$ cat config.mk
export PLATFORM = sky130hd
export DESIGN_NAME = merge2_rr
export DESIGN_NICKNAME = d
export VERILOG_FILES = /design/src/rtl/merge2_pkg.sv /design/src/rtl/merge2_rr_arb.sv /design/src/rtl/merge2_rr.sv
export SDC_FILE = /design/constraint.sdc
export NUM_CORES = 1
export LEC_CHECK = 0
export ABC_AREA = 1
export CORE_UTILIZATION = 44
export CTS_CLUSTER_SIZE = 28
export DETAILED_ROUTE_END_ITERATION = 8
export GPL_TIMING_DRIVEN = 0
export PLACE_DENSITY = 0.85
export SYNTH_ARGS = -nofsm -noshare
export SYNTH_HDL_FRONTEND = slang
export SYNTH_HIERARCHICAL = 1
export SYNTH_SLANG_ARGS = --single-unit
$ cat constraint.sdc
create_clock -name clk -period 4 [get_ports clk]
set_clock_uncertainty 0.05 [all_clocks]
set_input_delay 0.8 -clock clk [delete_from_list [all_inputs] [get_ports clk]]
set_output_delay 0.8 -clock clk [all_outputs]
set_load 0.01 [all_outputs]
$ cat src/rtl/merge2_pkg.sv
// Shared definitions for the 2-to-1 stream merger and other valid/ready stream blocks.
package merge2_pkg;

    localparam logic SRC_0 = 1'b0;
    localparam logic SRC_1 = 1'b1;

    localparam int WIDTH_DEF = 16;

    // Beat handshake field widths shared by the stream blocks
    localparam int VALID_W = 1;
    localparam int READY_W = 1;
    localparam int LAST_W  = 1;

    typedef enum logic {
        ST_IDLE = 1'b0,
        ST_HOLD = 1'b1
    } merge_state_t;

endpackage

$ cat src/rtl/merge2_rr_arb.sv
// Combinational 2-way round-robin grant.
// When lock is set only lock_src may be granted; otherwise a lone requester
// wins and a tie goes to the source named by prio.
module rr_arb2
    import merge2_pkg::*;
(
    input  logic [1:0] req,
    input  logic       prio,
    input  logic       lock,
    input  logic       lock_src,
    output logic       gnt_valid,
    output logic       gnt_src
);

    // Grant selection
    always_comb begin
        gnt_valid = 1'b0;
        gnt_src   = SRC_0;
        if (lock) begin
            gnt_valid = req[lock_src];
            gnt_src   = lock_src;
        end else if (req[0] && req[1]) begin
            gnt_valid = 1'b1;
            gnt_src   = prio;
        end else if (req[1]) begin
            gnt_valid = 1'b1;
            gnt_src   = SRC_1;
        end else if (req[0]) begin
            gnt_valid = 1'b1;
            gnt_src   = SRC_0;
        end
    end

endmodule

$ cat src/rtl/merge2_rr.sv
// 2-to-1 valid/ready stream merger with round-robin arbitration and a
// registered output beat tagged with its source index.
// Optional feature: define MERGE2_BURST_LOCK_EN to keep the grant on one
// source until it delivers a beat with last=1.
//
// state   | meaning
// --------+-------------------------------------------
// ST_IDLE | output register empty (out_valid=0)
// ST_HOLD | output register holds a beat (out_valid=1)
module merge2_rr
    import merge2_pkg::*;
#(
    parameter int WIDTH = WIDTH_DEF
) (
    input  logic             clk,
    input  logic             rst_n,
    input  logic             in0_valid,
    input  logic [WIDTH-1:0] in0_data,
    input  logic             in0_last,
    output logic             in0_ready,
    input  logic             in1_valid,
    input  logic [WIDTH-1:0] in1_data,
    input  logic             in1_last,
    output logic             in1_ready,
    output logic             out_valid,
    output logic [WIDTH-1:0] out_data,
    output logic             out_src,
    output logic             out_last,
    input  logic             out_ready
);

    merge_state_t state, state_nxt;
    logic         prio;
    logic         accept;
    logic         gnt_valid;
    logic         gnt_src;
    logic         hs0, hs1, hs;
    logic         hs_src;
    logic         hs_last;
    logic         lock_q;
    logic         lock_src_q;

    assign out_valid = (state == ST_HOLD);
    assign accept    = !out_valid || out_ready;

    rr_arb2 u_arb (
        .req       ({in1_valid, in0_valid}),
        .prio      (prio),
        .lock      (lock_q),
        .lock_src  (lock_src_q),
        .gnt_valid (gnt_valid),
        .gnt_src   (gnt_src)
    );

    // Readies are forced low during reset so nothing is consumed while held
    assign in0_ready = rst_n && accept && gnt_valid && (gnt_src == SRC_0);
    assign in1_ready = rst_n && accept && gnt_valid && (gnt_src == SRC_1);

    assign hs0     = in0_valid && in0_ready;
    assign hs1     = in1_valid && in1_ready;
    assign hs      = hs0 || hs1;
    assign hs_src  = hs1 ? SRC_1 : SRC_0;
    assign hs_last = hs1 ? in1_last : in0_last;

    // State register
    always_ff @(posedge clk or negedge rst_n) begin
        if (!rst_n) begin
            state <= ST_IDLE;
        end else begin
            state <= state_nxt;
        end
    end

    // Next-state: a handshake always fills the register; otherwise a taken beat empties it
    always_comb begin
        state_nxt = state;
        case (state)
            ST_IDLE: begin
                if (hs) begin
                    state_nxt = ST_HOLD;
                end
            end
            ST_HOLD: begin
                if (hs) begin
                    state_nxt = ST_HOLD;
                end else if (out_ready) begin
                    state_nxt = ST_IDLE;
                end
            end
            default: state_nxt = ST_IDLE;
        endcase
    end

    // Output beat register and round-robin pointer; winner drops to lowest priority
    always_ff @(posedge clk or negedge rst_n) begin
        if (!rst_n) begin
            out_data <= '0;
            out_src  <= SRC_0;
            out_last <= 1'b0;
            prio     <= SRC_0;
        end else if (hs) begin
            out_data <= hs1 ? in1_data : in0_data;
            out_src  <= hs_src;
            out_last <= hs_last;
            prio     <= ~hs_src;
        end
    end

`ifdef MERGE2_BURST_LOCK_EN
    // Burst lock: a beat without last pins the grant to its source until last arrives
    always_ff @(posedge clk or negedge rst_n) begin
        if (!rst_n) begin
            lock_q     <= 1'b0;
            lock_src_q <= SRC_0;
        end else if (hs) begin
            lock_q     <= !hs_last;
            lock_src_q <= hs_src;
        end
    end
`else
    assign lock_q     = 1'b0;
    assign lock_src_q = SRC_0;
`endif

endmodule

==> flow_summary_export.csv, run 1 <==
group,metric,value,unit
outcome,status,"finished clean",
pwr,p_leak,1.04,nW
yosys,avgSynthCellArea,6.93,um2
setup_path,required,3.15,ns
yosys,synth_area_leader_cell,"dfrtp_1",
job,maxCapViolations,0,
finish,final_common_cell,"clkdlybuf4s50_1",
die,die_h,55.4,um
die,fp.coreArea,0.00273,mm2
drt,drt_first_pass_iters,4,
yosys,yosysUniqueCellTypes,16,
timing,rsz0062_at_grt,"false",
finish,n_antenna_cell,0,
setup_path,regToRegSetupSlack,2.34,ns
timing,hold_viol,0,
timing,tightestPinTransition,0.528,ns
drt,wl_per_cell,10.7,um
yosys,yosys_warnings,6,
setup_path,crit_slowest_cell,"clkdlybuf4s50_1",
finish,layout_common_cells,"clkdlybuf4s50_1, nand2_1, inv_1",
drt,drc,0,
yosys,synth_top_area_share,0.399,
yosys,syn-cell-area,0.00125,mm2
place,place_area,0.00190,mm2
timing,setup_viol,0,
clock_network,cts-root-buf,"clkbuf_4",
die,initial_core_util,0.459,
setup_path,path_cells,"clkdlybuf4s50_1 > nand2_1 > nand2_1 > nand2_1 > a21oi_4 > buf_2 > inv_1 > nor2_1 > clkdlybuf4s50_1",
clock_network,cts.sinks,20,
yosys,yosys-top-cells-area,"dfrtp_1, nand2_1, nand3_1",
clock_network,h-tree-depth,1,
finish,drive_gt1_frac,0.0729,
place,dp_hpwl,2260,um
drt,routed_wl,2980,um
pwr,ir_drop,0.000248,V
finish,fin_area,0.00192,mm2
finish,multi_input_area,542,um2
timing,fin_crit_sh,0.930,
setup_path,path_buf_inv,4,
grt,grt_pass1_vias,1236,
clock_network,cts_made_buffers,3,
setup_path,cp_slowest_stage_delay,0.55,ns
finish,fillers,240,
grt,grt.total_usage,0.204,
drt,postRouteAntennaNets,0,
die,core.rowCount,19,
timing,period_needed,3.72,ns
pwr,p_per_area,352,mW/mm2
drt,vias,1337,
grt,grt_pass1_wl,5120,um
yosys,synth_cells,181,
yosys,ys_seq_elements,20,
die,die-area,0.00307,mm2
finish,final_core_util,0.703,
place,gp_congestion,0.785,
setup_path,crit_path_end_kind,"primary output",
setup_path,critPathKind,"in -> out",
grt,antenna_found_initial,0,
clock_network,cts.path.max_buffers,2,
place,portBuffers,59,
setup_path,crit_path_max_fanout,10,
yosys,ys_seq_area_frac,0.399,
timing,max_freq,0.269,GHz
timing,slew_viol_final,0,
setup_path,critPathLaunchType,"input pin",
die,dieWidth,55.4,um
min_path,hold_path_class,"reg -> reg",
clock_network,ctsHoldBuffers,0,
drt,via_per_inst,4.81,
finish,area_growth_syn_to_layout,53.2,%
clock_network,cts_tree,"yes",
setup_path,arrival,2.87,ns
die,io_pins,60,
grt,overflow,0,
setup_path,cp_common_cell,"nand2_1",
finish,regArea,500,um2
timing,slew_headroom,0.648,
drt,initialDrtViolationCount,20,
clock_network,clock_latency,0.29,ns
clock_network,clk_pin_slew_worst_paths,0.10,ns
setup_path,critical_path.top_delay_family,"buffers and inverters",
finish,nNetsFinal,288,
grt,grt_max_degree,22,
## timing repair
action	in CTS	in global routing
buffers inserted	0	0
gates resized for setup	3	0
endpoints found under the setup margin	2	0
endpoints found under the hold margin	0	0
## worst min-delay path, delay by kind of cell (launching register included)
family / cells / cell delay, ns
flip-flops: 1 / 0.36
AND/OR/NAND/NOR: 2 / 0.11
## synthesized netlist by cell type
cell type / number
nor2_1: 3
nand3_2: 1
buf_2: 5
clkbuf_1: 1
buf_6: 1
conb_1: 1
nand2_1: 48
nand3_1: 35
nand2_4: 1
dfrtp_1: 20
a21oi_4: 1
inv_1: 41
nand4_2: 1
nand4_1: 17
buf_1: 1
buf_4: 4
## metal layers
metal	up-vias	part of all wire	track usage
met1	607	0.48	0.265
li1	693	-	-
met5	-	0	0
met4	0	0.0020	0.0607
met3	2	0.038	0.0281
met2	35	0.49	0.353
## sequential cells by signal (all words and copies together), names as in the netlist
name,cells
out_data,16
out_last,1
out_src,1
out_valid,1
prio,1
## stage by stage
step,hold slack [ns],setup slack [ns],power (mW),setup TNS (ns),std cells
floorplan,0.392,1.53,0.415,0,185
global placement,0.405,-0.327,0.583,-0.650,275
detailed placement,0.411,-0.356,0.589,-0.705,275
CTS,0.440,0.284,0.680,0,278
global route,0.482,0.123,0.725,0,278
finish,0.438,0.281,0.676,0,278
## cell families after synthesis
kind of cell | count (synthesis) | synth area share
simple gates | 106 | 0.404
buf+inv | 53 | 0.181
flops | 20 | 0.399
compound gates | 1 | 0.0130
other cells | 1 | 0.00299
## power by group
| group | leakage (nW) | switching (mW) | internal [mW] | total [mW] |
|---|---|---|---|---|
| sequential | 0.248 | 0.0297 | 0.258 | 0.288 |
| combinational | 0.777 | 0.126 | 0.169 | 0.295 |
| clock | 0.0138 | 0.0583 | 0.0350 | 0.0934 |
## final timing paths
kind                                 from  cells after the start           end
min in group asynchronous           rst_n                      1      out_last
worst max register to register       prio                      9  out_data[12]
worst min-delay path                 prio                      2          prio
max in group asynchronous           rst_n                      1          prio
worst max-delay path            in0_valid                      9     in0_ready
worst min register to register       prio                      2          prio
## cell type report
cell class,count,area share
plain buffers,12,0.0384
clock buffers,3,0.0117
inverters,41,0.0800
multi-input cells,112,0.282
flip-flops and latches,20,0.260
well taps,31,0.0202
repair buffers,59,0.308
Power figures use the tool's default switching activity.
==> run 2: changes to the inputs <==
--- a/config.mk
+++ b/config.mk
@@ -11,6 +11,7 @@
 export DETAILED_ROUTE_END_ITERATION = 8
 export GPL_TIMING_DRIVEN = 0
 export PLACE_DENSITY = 0.85
+export SETUP_SLACK_MARGIN = 0.02
 export SYNTH_ARGS = -nofsm -noshare
 export SYNTH_HDL_FRONTEND = slang
 export SYNTH_HIERARCHICAL = 1
==> results of run 2 <==
No change in the layout: final DEF, timing and power equal those of run 1.
==> run 3: changes to the inputs <==
--- a/config.mk
+++ b/config.mk
@@ -16,3 +16,4 @@
 export SYNTH_HDL_FRONTEND = slang
 export SYNTH_HIERARCHICAL = 1
 export SYNTH_SLANG_ARGS = --single-unit
+export TNS_END_PERCENT = 100
==> results of run 3 <==
No change in the layout: final DEF, timing and power equal those of run 1.
